**src/rtl/bw_ctu_pad_mon_if.sv**
```systemverilog
// Pad-monitor bus: synchronised pad-cluster inputs and CTU status outputs.
interface bw_ctu_pad_mon_if #(
   parameter int NUM_TSR = 2,
   parameter int CNT_W   = 12
);
   localparam int SCH_W = (NUM_TSR > 1) ? $clog2(NUM_TSR) : 1;

   logic                     mon_en;
   logic                     jclk_p_sync;
   logic                     jclk_n_sync;
   logic [NUM_TSR-1:0]       tsr_cmp;
   logic [CNT_W-1:0]         tsr_thresh;
   logic [NUM_TSR*CNT_W-1:0] tsr_val;
   logic [NUM_TSR-1:0]       tsr_vld;
   logic [NUM_TSR-1:0]       tsr_alarm;
   logic [SCH_W-1:0]         scan_ch;
   logic                     jclk_ok;
   logic                     jclk_fault;
   logic                     busy;

   // driver side (pad cluster / CTU control)
   modport master (
      output mon_en, jclk_p_sync, jclk_n_sync, tsr_cmp, tsr_thresh,
      input  tsr_val, tsr_vld, tsr_alarm, scan_ch, jclk_ok, jclk_fault, busy
   );

   // monitor side
   modport slave (
      input  mon_en, jclk_p_sync, jclk_n_sync, tsr_cmp, tsr_thresh,
      output tsr_val, tsr_vld, tsr_alarm, scan_ch, jclk_ok, jclk_fault, busy
   );
endinterface

```
**src/rtl/bw_ctu_pad_mon.sv**
```systemverilog
// CTU pad monitor: round-robin tempsensor duty measurement plus jclk
// edge-rate and complementarity checking over a fixed window.
module bw_ctu_pad_mon #(
   parameter int NUM_TSR  = 2,
   parameter int CNT_W    = 12,
   parameter int WIN      = 1024,
   parameter int SETTLE   = 8,
   parameter int EDGE_MIN = 100,
   parameter int EDGE_MAX = 400
) (
   input logic              jbus_clk,
   input logic              jbus_rst,
   bw_ctu_pad_mon_if.slave  mon
);
   localparam int SCH_W  = (NUM_TSR > 1) ? $clog2(NUM_TSR) : 1;
   localparam int PAD_W  = 2 ** SCH_W;
   localparam int PH_MAX = (WIN > SETTLE) ? WIN : SETTLE;
   localparam int PH_W   = $clog2(PH_MAX + 1);
   localparam logic [CNT_W-1:0] CNT_SAT = '1;

   typedef enum logic [1:0] {S_IDLE, S_SETTLE, S_MEAS, S_UPD} state_t;

   state_t                   state_q, state_d;
   logic [PH_W-1:0]          ph_q, ph_d;
   logic [CNT_W-1:0]         duty_q, duty_d, edge_q, edge_d;
   logic [SCH_W-1:0]         ch_q, ch_d;
   logic                     jp_q, eq_q, fault_q, ok_q;
   logic [NUM_TSR*CNT_W-1:0] val_q;
   logic [NUM_TSR-1:0]       vld_q, alarm_q;
   logic [PAD_W-1:0]         cmp_pad;
   logic                     upd, p_rise, pn_eq;

   // zero-extend so any scan_ch encoding is a legal index
   assign cmp_pad = PAD_W'(mon.tsr_cmp);
   assign upd     = (state_q == S_UPD);
   assign p_rise  = mon.jclk_p_sync & ~jp_q;
   assign pn_eq   = (mon.jclk_p_sync == mon.jclk_n_sync);

   // next state and phase counter; mon_en only matters at IDLE and UPD
   always_comb begin
      state_d = state_q;
      ph_d    = ph_q;
      case (state_q)
         S_IDLE: if (mon.mon_en) begin
            state_d = S_SETTLE;
            ph_d    = '0;
         end
         S_SETTLE: if (ph_q == PH_W'(SETTLE - 1)) begin
            state_d = S_MEAS;
            ph_d    = '0;
         end else begin
            ph_d = ph_q + 1'b1;
         end
         S_MEAS: if (ph_q == PH_W'(WIN - 1)) begin
            state_d = S_UPD;
            ph_d    = '0;
         end else begin
            ph_d = ph_q + 1'b1;
         end
         S_UPD: begin
            state_d = mon.mon_en ? S_SETTLE : S_IDLE;
            ph_d    = '0;
         end
         default: begin
            state_d = S_IDLE;
            ph_d    = '0;
         end
      endcase
   end

   // saturating duty/edge counters, held clear through SETTLE
   always_comb begin
      duty_d = duty_q;
      edge_d = edge_q;
      ch_d   = ch_q;
      if (state_q == S_SETTLE) begin
         duty_d = '0;
         edge_d = '0;
      end else if (state_q == S_MEAS) begin
         if (cmp_pad[ch_q] && duty_q != CNT_SAT) duty_d = duty_q + 1'b1;
         if (p_rise && edge_q != CNT_SAT)        edge_d = edge_q + 1'b1;
      end
      if (upd) ch_d = (ch_q == SCH_W'(NUM_TSR - 1)) ? '0 : ch_q + 1'b1;
   end

   // control/counter state and jclk pair history
   always_ff @(posedge jbus_clk) begin
      if (jbus_rst) begin
         state_q <= S_IDLE;
         ph_q    <= '0;
         duty_q  <= '0;
         edge_q  <= '0;
         ch_q    <= '0;
         jp_q    <= 1'b0;
         eq_q    <= 1'b0;
         fault_q <= 1'b0;
      end else begin
         state_q <= state_d;
         ph_q    <= ph_d;
         duty_q  <= duty_d;
         edge_q  <= edge_d;
         ch_q    <= ch_d;
         jp_q    <= mon.jclk_p_sync;
         eq_q    <= pn_eq;
         if (pn_eq && eq_q) fault_q <= 1'b1;
      end
   end

   // per-channel result commit in UPD; threshold sampled only here
   always_ff @(posedge jbus_clk) begin
      if (jbus_rst) begin
         val_q   <= '0;
         vld_q   <= '0;
         alarm_q <= '0;
         ok_q    <= 1'b0;
      end else if (upd) begin
         for (int i = 0; i < NUM_TSR; i++) begin
            if (ch_q == SCH_W'(i)) begin
               val_q[i*CNT_W +: CNT_W] <= duty_q;
               vld_q[i]                <= 1'b1;
               alarm_q[i]              <= (duty_q > mon.tsr_thresh);
            end
         end
         ok_q <= (edge_q >= CNT_W'(EDGE_MIN)) && (edge_q <= CNT_W'(EDGE_MAX));
      end
   end

   assign mon.tsr_val    = val_q;
   assign mon.tsr_vld    = vld_q;
   assign mon.tsr_alarm  = alarm_q;
   assign mon.scan_ch    = ch_q;
   assign mon.jclk_ok    = ok_q;
   assign mon.jclk_fault = fault_q;
   assign mon.busy       = (state_q != S_IDLE);
endmodule

```
**src/flat_wrapper.sv**
```systemverilog
// flat-port wrapper written by rule: the top's interface ports become plain ports
module bw_ctu_pad_mon_flat 
#(
   parameter int NUM_TSR  = 2,
   parameter int CNT_W    = 12,
   parameter int WIN      = 1024,
   parameter int SETTLE   = 8,
   parameter int EDGE_MIN = 100,
   parameter int EDGE_MAX = 400
)
  (jbus_clk, jbus_rst, mon_mon_en, mon_jclk_p_sync, mon_jclk_n_sync, mon_tsr_cmp, mon_tsr_thresh, mon_tsr_val, mon_tsr_vld, mon_tsr_alarm, mon_scan_ch, mon_jclk_ok, mon_jclk_fault, mon_busy);
  bw_ctu_pad_mon_if #(.NUM_TSR(NUM_TSR), .CNT_W(CNT_W)) mon_i ();
  input logic jbus_clk;
  input logic jbus_rst;
  input wire logic [$bits(mon_i.mon_en)-1:0] mon_mon_en;
  input wire logic [$bits(mon_i.jclk_p_sync)-1:0] mon_jclk_p_sync;
  input wire logic [$bits(mon_i.jclk_n_sync)-1:0] mon_jclk_n_sync;
  input wire logic [$bits(mon_i.tsr_cmp)-1:0] mon_tsr_cmp;
  input wire logic [$bits(mon_i.tsr_thresh)-1:0] mon_tsr_thresh;
  output wire logic [$bits(mon_i.tsr_val)-1:0] mon_tsr_val;
  output wire logic [$bits(mon_i.tsr_vld)-1:0] mon_tsr_vld;
  output wire logic [$bits(mon_i.tsr_alarm)-1:0] mon_tsr_alarm;
  output wire logic [$bits(mon_i.scan_ch)-1:0] mon_scan_ch;
  output wire logic [$bits(mon_i.jclk_ok)-1:0] mon_jclk_ok;
  output wire logic [$bits(mon_i.jclk_fault)-1:0] mon_jclk_fault;
  output wire logic [$bits(mon_i.busy)-1:0] mon_busy;
  assign mon_i.mon_en = mon_mon_en;
  assign mon_i.jclk_p_sync = mon_jclk_p_sync;
  assign mon_i.jclk_n_sync = mon_jclk_n_sync;
  assign mon_i.tsr_cmp = mon_tsr_cmp;
  assign mon_i.tsr_thresh = mon_tsr_thresh;
  assign mon_tsr_val = mon_i.tsr_val;
  assign mon_tsr_vld = mon_i.tsr_vld;
  assign mon_tsr_alarm = mon_i.tsr_alarm;
  assign mon_scan_ch = mon_i.scan_ch;
  assign mon_jclk_ok = mon_i.jclk_ok;
  assign mon_jclk_fault = mon_i.jclk_fault;
  assign mon_busy = mon_i.busy;
  bw_ctu_pad_mon #(.NUM_TSR(NUM_TSR), .CNT_W(CNT_W), .WIN(WIN), .SETTLE(SETTLE), .EDGE_MIN(EDGE_MIN), .EDGE_MAX(EDGE_MAX)) u_core (.jbus_clk(jbus_clk), .jbus_rst(jbus_rst), .mon(mon_i));
endmodule
```
**config.mk**
```make
export PLATFORM = sky130hd
export DESIGN_NAME = bw_ctu_pad_mon_flat
export DESIGN_NICKNAME = d
export VERILOG_FILES = /design/src/rtl/bw_ctu_pad_mon_if.sv /design/src/rtl/bw_ctu_pad_mon.sv /design/src/flat_wrapper.sv
export SDC_FILE = /design/constraint.sdc
export NUM_CORES = 1
export LEC_CHECK = 0
export BUFFER_PORTS_ARGS = -buffer_cell sky130_fd_sc_hd__buf_2
export CAP_MARGIN = 15
export CORE_ASPECT_RATIO = 1.75
export CORE_UTILIZATION = 40
export DETAILED_ROUTE_END_ITERATION = 8
export PLACE_DENSITY = 0.64
export SKIP_CTS_REPAIR_TIMING = 1
export SYNTH_ARGS = -nofsm -noshare
export SYNTH_HDL_FRONTEND = slang
export SYNTH_SLANG_ARGS = --single-unit
```
**constraint.sdc**
```tcl
create_clock -name jbus_clk -period 4.18 [get_ports jbus_clk]
set_input_delay 0.418 -clock jbus_clk [delete_from_list [all_inputs] [get_ports jbus_clk]]
set_output_delay 0.418 -clock jbus_clk [all_outputs]
set_load 0.005 [all_outputs]
```
==> results.sh, run 1 <==
export IMPL_required_ps=4350
export IMPL_synth_area_mm2=0.00346
export IMPL_start_util_pct=41.4
export IMPL_clk_pin_slew_ps=60
export IMPL_first_iter_violations=112
export IMPL_hold_violations=0
export IMPL_worstSetupPathType="flop to flop"
export IMPL_design_area_mm2=0.00410
export IMPL_min_period_ps=2150
export IMPL_ys_flop_type="dfxtp_1"
export IMPL_htree_levels=3
export IMPL_dpl_hpwl_um=5600
export IMPL_dpl_instance_area_mm2=0.00379
export IMPL_rsz0062_at_grt="false"
export IMPL_hold_start="mon_jclk_p_sync"
export IMPL_cts_tree="built"
export IMPL_yosysSeqAreaShare_pct=40.5
export IMPL_crit_arrival_ps=2320
export IMPL_grtUsageTotal_pct=18.1
export IMPL_ys_types=56
export IMPL_r2r_start="u_core.duty_q[5]$_SDFFE_PP0P_"
export IMPL_synthTopCellsByCount="dfxtp_1 (70), nand2_1 (70), a21oi_1 (38)"
export IMPL_vias_per_cell=5.17
export IMPL_syn_avg_cell_area_um2=8.40
export IMPL_final_nets=497
export IMPL_cts_buffers=9
export IMPL_seqCellArea_mm2=0.00140
export IMPL_cp_slowest_stage_delay_ps=690
export IMPL_areaGrowthSynthToFinish_pct=18.5
export IMPL_ir_worst_vdd_uv=202
export IMPL_io_pins=51
export IMPL_cts_sinks=70
export IMPL_critPathLaunch="u_core.duty_q[5]$_SDFFE_PP0P_"
export IMPL_first_pass_iters=4
export IMPL_dp_cells=561
export IMPL_setup_viol_count_final=0
export IMPL_netlist_instances=412
export IMPL_instances_no_fill=577
export IMPL_cp_end_kind="flop"
export IMPL_fill_cells=833
export IMPL_cp_max_fo=6
export IMPL_gp_congestion=0.827
export IMPL_path_cells="ha_1, a21o_1, a21o_1, a2111oi_0, o41ai_1"
export IMPL_grt_max_degree=46
export IMPL_yosysTopAreaCellShare_pct=40.5
export IMPL_synth_warning_count=0
export IMPL_clk_path_buf_depth=2
export IMPL_clk_latency_ps=330
export IMPL_yosys_top_cells_area="dfxtp_1 (40%), ha_1 (7.6%), nand2_1 (7.6%)"
export IMPL_wire_per_inst_um=13.4
export IMPL_status="completed"
export IMPL_power_mw=1.80
export IMPL_fin_crit_sh_pct=51.4
export IMPL_crit_top_cell="a21o_1"
export IMPL_fmax_mhz=466
export IMPL_tightest_slew_ps=916
export IMPL_post_synth_top_area_cell="dfxtp_1"
export IMPL_die_h_um=125
export IMPL_critPathSlowestCell="a2111oi_0"
export IMPL_n_antenna_cell=0
export IMPL_port_buffers=50
export IMPL_setup_tns_ps=0
export IMPL_synth_edff_count=0
export IMPL_slew_violations=0
export IMPL_layout_drive_gt1_share_pct=16.5
export IMPL_clock_root_buffer="clkbuf_16"
export IMPL_route_detailed_drc=0
export IMPL_die_area_mm2=0.00904
export IMPL_num_rows=44
export IMPL_fin_worst_skew_ps=6.42
export IMPL_grt_pass1_wl_um=12900
export IMPL_hp_class="primary input to flop"
export IMPL_cellLeakagePower_nw=1.67
export IMPL_via_count=2982
export IMPL_multi_input_area_mm2=0.00191
export IMPL_power_density_mw_per_mm2=440
export IMPL_synth_seq_cells=70
export IMPL_overflow=0
export IMPL_coreArea_mm2=0.00837
export IMPL_syn_num_nets=452
export IMPL_synth_async_reset_ratio_pct=0
export IMPL_startpoint_type="flop"
export IMPL_postLayoutCoreUtil_pct=49.0
export IMPL_grt_pass1_vias=2885
export IMPL_cap_violations=0
export IMPL_relSlewSlack_pct=38.8
export IMPL_routed_wl_um=7710
export IMPL_ant_nets=0
export IMPL_die_w_um=72.3
export IMPL_antenna_found_initial=0
## registers in the layout, summed over array words and instances (netlist names)
register	cells
u_core.mon.jclk_fault	1
u_core.mon.jclk_ok	1
u_core.mon.scan_ch	1
u_core.eq_q	1
u_core.mon.tsr_vld	2
u_core.state_q	2
u_core.mon.tsr_val	24
u_core.mon.tsr_alarm	2
u_core.duty_q	12
u_core.edge_q	12
u_core.jp_q	1
u_core.ph_q	11
## worst max-delay path, delay by kind of cell, from the launching register on
family                   cells  cell delay (ps)
flip-flops                   1              480
adder cells (fa/ha/maj)      1              310
AO/OA/AOI/OAI                4             1210
## stage by stage
stage / hold WS (ps) / setup WS (ps)
after global placement: 420 / 2130
final: 373 / 2030
after detailed placement: 431 / 1990
after floorplan: 401 / 2280
after CTS: 360 / 2030
after global routing: 393 / 1890
## metal layers
layer	routed length, µm	up-vias	track usage [%]
met2	4210	57	34.0
met1	3090	1389	18.6
met5	0	-	0
met4	160	0	8.19
met3	256	14	3.22
li1	-	1522	-
## power by group
part	total (mW)	internal (mW)	switching [mW]
sequential	0.706	0.687	0.0194
combinational	0.289	0.108	0.181
clock	0.810	0.537	0.273
total	1.80	1.33	0.474
## final cells by class
type,instances,area share (%)
Timing Repair Buffer,50,6.10
Clock buffer,12,6.01
Clock inverter,4,1.71
Inverter,22,2.01
Multi-Input combinational cell,304,46.5
Sequential cell,70,34.2
Tap cell,115,3.51
## layout by cell type (no fill, tap or decap), drive strengths merged, types with 3 or more instances in the layout
master	n
inv	22
nor3b	4
buf	50
a21oi	38
nand4	12
nand3b	5
xor2	8
or3	4
ha	21
a21o	7
o41ai	5
nand3	10
a2111oi	3
nor2b	5
and3	5
nor3	9
or4	3
xnor2	10
and2	3
o21ai	10
nand2b	6
nor2	37
dfxtp	70
clkbuf	12
nand2	70
## kinds of logic (layout without fill, tap and decap cells)
kind of cell    count (synthesis)  count (layout)  synth area share [%]
buf+inv                        38              88                  4.37
compound gates                 82              82                  16.7
fa+ha+maj                      21              21                  7.59
xor+xnor                       18              18                  4.56
simple gates                  180             180                  25.3
mux                             3               3                 0.904
flops                          70              70                  40.5
## worst paths after layout
kind / depth (start not counted) / endpoint / slack, ps
max reg2reg: 5 / u_core.mon.tsr_alarm[1]$_SDFFE_PP0P_ / 2030
min: 2 / u_core.jp_q$_SDFF_PP0_ / 370
min reg2reg: 2 / u_core.mon.jclk_fault$_SDFFE_PP0P_ / 440
max: 5 / u_core.mon.tsr_alarm[1]$_SDFFE_PP0P_ / 2030
Power figures use the tool's default switching activity.
==> inputs of run 2 (changes only) <==
==> constraint.sdc (replaced) <==
create_clock -name jbus_clk -period 2.03 [get_ports jbus_clk]
set_input_delay 0.203 -clock jbus_clk [delete_from_list [all_inputs] [get_ports jbus_clk]]
set_output_delay 0.203 -clock jbus_clk [all_outputs]
set_load 0.005 [all_outputs]
==> run 2 against run 1 <==
- power increased by 110%
- fmax is 10% higher
- count of clock-buffer cells in the layout is 2 lower
- non-clock buffer count increased by 22
- first-iteration DRC count is 14% higher
- combinational power increased by 140%
- sequential share of layout area decreased by 1.4 points
- critical path depth is the same
- critical path type unchanged
- largest cell class unchanged
==> results.sh, run 2 (synthesis results as in run 1) <==
export IMPL_via_count=3103
export IMPL_clock_root_buffer="clkbuf_16"
export IMPL_rsz0062_at_grt="false"
export IMPL_overflow=0
export IMPL_hp_class="primary input to flop"
export IMPL_min_period_ps=1950
export IMPL_die_area_mm2=0.00904
export IMPL_hold_start="mon_jclk_p_sync"
export IMPL_relSlewSlack_pct=64.5
export IMPL_r2r_start="u_core.ph_q[8]$_SDFFE_PP0P_"
export IMPL_postLayoutCoreUtil_pct=51.1
export IMPL_layout_drive_gt1_share_pct=21.1
export IMPL_dpl_hpwl_um=5900
export IMPL_gp_congestion=0.856
export IMPL_startpoint_type="flop"
export IMPL_start_util_pct=41.4
export IMPL_grt_pass1_wl_um=13300
export IMPL_critPathLaunch="u_core.ph_q[8]$_SDFFE_PP0P_"
export IMPL_num_rows=44
export IMPL_routed_wl_um=8170
export IMPL_vias_per_cell=5.18
export IMPL_wire_per_inst_um=13.6
export IMPL_largest_reg_flops=24
export IMPL_cts_buffers=9
export IMPL_required_ps=2240
export IMPL_cap_violations=0
export IMPL_clk_pin_slew_ps=60
export IMPL_fmax_mhz=514
export IMPL_die_h_um=125
export IMPL_cellLeakagePower_nw=1.78
export IMPL_slew_violations=0
export IMPL_first_iter_violations=128
export IMPL_coreArea_mm2=0.00837
export IMPL_ir_worst_vdd_uv=512
export IMPL_status="completed"
export IMPL_clk_latency_ps=330
export IMPL_cts_sinks=70
export IMPL_n_antenna_cell=0
export IMPL_first_pass_iters=4
export IMPL_layout_common_cells="nand2_1 (70), dfxtp_1 (70), buf_2 (50)"
export IMPL_areaGrowthSynthToFinish_pct=23.6
export IMPL_grt_pass1_vias=3045
export IMPL_antenna_found_initial=0
export IMPL_power_density_mw_per_mm2=894
export IMPL_grtUsageTotal_pct=18.8
export IMPL_ant_nets=0
export IMPL_grt_max_degree=25
export IMPL_clk_path_buf_depth=2
export IMPL_worstSetupPathType="flop to flop"
export IMPL_cp_max_fo=6
export IMPL_io_pins=51
export IMPL_cts_tree="built"
export IMPL_hold_violations=0
export IMPL_crit_arrival_ps=2160
export IMPL_route_detailed_drc=0
export IMPL_port_buffers=50
export IMPL_fin_worst_skew_ps=8.58
export IMPL_setup_tns_ps=0
export IMPL_die_w_um=72.3
export IMPL_tightest_slew_ps=532
export IMPL_htree_levels=3
export IMPL_final_nets=519
export IMPL_fin_crit_sh_pct=95.9
export IMPL_fill_cells=842
export IMPL_setup_viol_count_final=0
export IMPL_cp_end_kind="flop"
[run 2: cell count changes in the layout (fill, tap and decap cells not counted), sizes merged]
| cell | change |
|---|---|
| buf | +22 |
| clkinv | +1 |
| clkbuf | -2 |
| clkinvlp | +1 |
[run 2: layout make-up]
class | instances | area (µm²) | share of cell area, %
Clock buffer | 10 | 229 | 5.35
Clock inverter | 6 | 86.3 | 2.02
Inverter | 22 | 82.6 | 1.93
Multi-Input combinational cell | 304 | 1920 | 44.9
Sequential cell | 70 | 1400 | 32.7
Tap cell | 115 | 144 | 3.36
Timing Repair Buffer | 72 | 415 | 9.71
[run 2: worst paths after layout]
path | endpoint | slack (ps) | cells past startpoint
max | u_core.state_q[0]$_SDFFE_PP0P_ | 80 | 5
max reg2reg | u_core.state_q[0]$_SDFFE_PP0P_ | 80 | 5
min | u_core.jp_q$_SDFF_PP0_ | 140 | 2
min reg2reg | u_core.mon.jclk_fault$_SDFFE_PP0P_ | 440 | 2
[run 2: where the power goes]
part / internal (mW) / total [mW] / switching [mW]
clock: 1.07 / 1.66 / 0.591
sequential: 1.41 / 1.45 / 0.0418
combinational: 0.296 / 0.706 / 0.410
total: 2.78 / 3.82 / 1.04
[run 2: critical path, stage by stage (launching register included)]
cell	delay, ps
dfxtp_1	350
or4_4	550
o31ai_4	350
nand3_2	180
a2111oi_4	320
nor3_2	70
[run 2: per-layer routing]
| layer | track usage [%] | wire length, µm | vias up |
|---|---|---|---|
| li1 | - | - | 1567 |
| met1 | 19.1 | 3200 | 1458 |
| met2 | 33.9 | 4510 | 60 |
| met3 | 5.08 | 242 | 18 |
| met4 | 9.92 | 224 | 0 |
| met5 | 0 | 0 | - |
[run 2: through the flow]
step                setup WS (ps)  cell area, µm²  total power, mW  cells  hold slack, ps
floorplan                     126            3460             1.95    412             331
global placement              130            3930             2.12    580             422
detailed placement           82.1            3930             2.14    580             428
CTS                          86.9            4240             3.81    596             127
global route                 16.6            4280             3.99    599             154
finish                       84.2            4280             3.82    599             136
==> inputs of run 3 (changes only) <==
--- a/config.mk
+++ b/config.mk
@@ -8,6 +8,7 @@
 export BUFFER_PORTS_ARGS = -buffer_cell sky130_fd_sc_hd__buf_2
 export CAP_MARGIN = 15
 export CORE_ASPECT_RATIO = 1.75
+export CORE_MARGIN = 1.5
 export CORE_UTILIZATION = 40
 export DETAILED_ROUTE_END_ITERATION = 8
 export PLACE_DENSITY = 0.64
==> constraint.sdc (replaced) <==
create_clock -name jbus_clk -period 2.03 [get_ports jbus_clk]
set_input_delay 0.406 -clock jbus_clk [delete_from_list [all_inputs] [get_ports jbus_clk]]
set_output_delay 0.406 -clock jbus_clk [all_outputs]
set_load 0.005 [all_outputs]
==> run 3 against run 2 <==
- count of clock-buffer cells in the layout grew 1
- highest routed layer unchanged
- final area did not move
- sequential cell count did not move
- register-to-register slack gained 30 ps
- sequential share of layout area did not move
- non-clock buffer count down 4
- die area is 2.2% higher
- clock skew is 2.2 ps lower
- critical endpoint unchanged
- fmax rose by 1.5%
- power is 3.8% higher
==> results.sh, run 3 (synthesis results as in run 1) <==
export IMPL_status="completed"
export IMPL_cp_end_kind="flop"
export IMPL_slew_violations=0
export IMPL_cap_violations=0
export IMPL_reg2reg_slack_ps=110
export IMPL_min_period_ps=1920
export IMPL_required_ps=2240
export IMPL_cp_max_fo=6
export IMPL_layout_common_cells="nand2_1 (70), dfxtp_1 (70), buf_2 (50)"
export IMPL_r2r_end="u_core.state_q[0]$_SDFFE_PP0P_"
export IMPL_setup_tns_ps=0
export IMPL_cts_buffers=9
export IMPL_gp_congestion=0.856
export IMPL_clk_pin_slew_ps=60
export IMPL_clk_latency_ps=330
export IMPL_hold_start="mon_jclk_p_sync"
export IMPL_first_iter_violations=159
export IMPL_wire_per_inst_um=13.1
export IMPL_coreArea_mm2=0.00837
export IMPL_dpl_instance_area_mm2=0.00391
export IMPL_fin_crit_sh_pct=94.5
export IMPL_clock_root_buffer="clkbuf_16"
export IMPL_grt_max_degree=25
export IMPL_grtUsageTotal_pct=18.0
export IMPL_cellLeakagePower_nw=1.77
export IMPL_rsz0062_at_grt="false"
export IMPL_first_pass_iters=4
export IMPL_crit_arrival_ps=2130
export IMPL_fin_worst_skew_ps=6.36
export IMPL_final_nets=515
export IMPL_n_antenna_cell=0
export IMPL_tightest_slew_ps=489
export IMPL_power_density_mw_per_mm2=928
export IMPL_startpoint_type="flop"
export IMPL_io_pins=51
export IMPL_relSlewSlack_pct=66.6
export IMPL_vias_per_cell=5.13
export IMPL_via_count=3053
export IMPL_postLayoutCoreUtil_pct=51.1
export IMPL_route_detailed_drc=0
export IMPL_setup_viol_count_final=0
export IMPL_grt_pass1_vias=2939
export IMPL_cts_sinks=70
export IMPL_routed_wl_um=7800
export IMPL_die_w_um=73.3
export IMPL_start_util_pct=41.4
export IMPL_clk_path_buf_depth=2
export IMPL_hold_violations=0
export IMPL_die_h_um=126
export IMPL_layout_drive_gt1_share_pct=20.0
export IMPL_htree_levels=3
export IMPL_ir_worst_vdd_uv=562
export IMPL_hold_depth=2
export IMPL_grt_pass1_wl_um=13000
export IMPL_worstSetupPathType="flop to flop"
export IMPL_cts_tree="built"
export IMPL_largest_reg_flops=24
export IMPL_design_area_mm2=0.00428
export IMPL_fmax_mhz=521
export IMPL_die_area_mm2=0.00924
export IMPL_min_to="u_core.jp_q$_SDFF_PP0_"
export IMPL_critPathSlowestCell="or4_1"
export IMPL_overflow=0
export IMPL_ant_nets=0
export IMPL_cp_slowest_stage_delay_ps=570
export IMPL_power_mw=3.97
export IMPL_areaGrowthSynthToFinish_pct=23.6
export IMPL_path_cells="or4_1, o31ai_4, nand3_2, a2111oi_4, nor3_2"
export IMPL_r2r_cells=5
export IMPL_antenna_found_initial=0
export IMPL_dpl_hpwl_um=5840
export IMPL_port_buffers=50
export IMPL_r2r_start="u_core.ph_q[8]$_SDFFE_PP0P_"
export IMPL_num_rows=44
export IMPL_hp_class="primary input to flop"
==> run 3: how the worst max path moves through the flow <==
stage	from	endpoint
CTS	u_core.ph_q[5]$_SDFFE_PP0P_	u_core.state_q[0]$_SDFFE_PP0P_
global placement	mon_tsr_thresh[1]	u_core.mon.tsr_alarm[1]$_SDFFE_PP0P_
global route	u_core.duty_q[1]$_SDFFE_PP0P_	u_core.duty_q[6]$_SDFFE_PP0P_
floorplan	u_core.state_q[0]$_SDFFE_PP0P_	u_core.duty_q[9]$_SDFFE_PP0P_
detailed placement	mon_tsr_thresh[1]	u_core.mon.tsr_alarm[0]$_SDFFE_PP0P_
finish	u_core.ph_q[8]$_SDFFE_PP0P_	u_core.state_q[0]$_SDFFE_PP0P_
==> run 3: power by group <==
group	total (mW)	internal [mW]	switching, mW
Sequential	1.45	1.41	0.0387
Combinational	0.668	0.278	0.391
Clock	1.85	1.27	0.583
==> run 3: critical path, delay by kind of cell (launching register included) <==
family / cells / cell delay, ps
AND/OR/NAND/NOR: 3 / 820
AO/OA/AOI/OAI: 2 / 640
flip-flops: 1 / 340
==> run 3: through the flow <==
| stage | worst slack [ps] | hold slack [ps] | std cells |
|---|---|---|---|
| final | 112 | 349 | 595 |
| after global routing | 1.99 | 371 | 595 |
| after detailed placement | 44.1 | 432 | 578 |
| after CTS | 68.5 | 335 | 594 |
| after floorplan | 126 | 401 | 412 |
| after global placement | 106 | 419 | 578 |
==> run 3: cell type report <==
| cell class | count | area [µm²] |
|---|---|---|
| well taps | 115 | 144 |
| clock inverters | 5 | 105 |
| clock buffers | 11 | 253 |
| repair buffers | 68 | 385 |
| inverters | 22 | 82.6 |
| flip-flops and latches | 70 | 1400 |
| multi-input cells | 304 | 1910 |
| fillers | 802 | 4090 |
==> run 3: layer usage <==
layer / vias up / global-route usage [%] / part of all wire [%]
li1: 1558 / - / -
met1: 1430 / 18.4 / 41
met2: 54 / 33.3 / 55
met3: 11 / 4.24 / 3.2
met4: 0 / 8.28 / 1.7
met5: - / 0 / 0
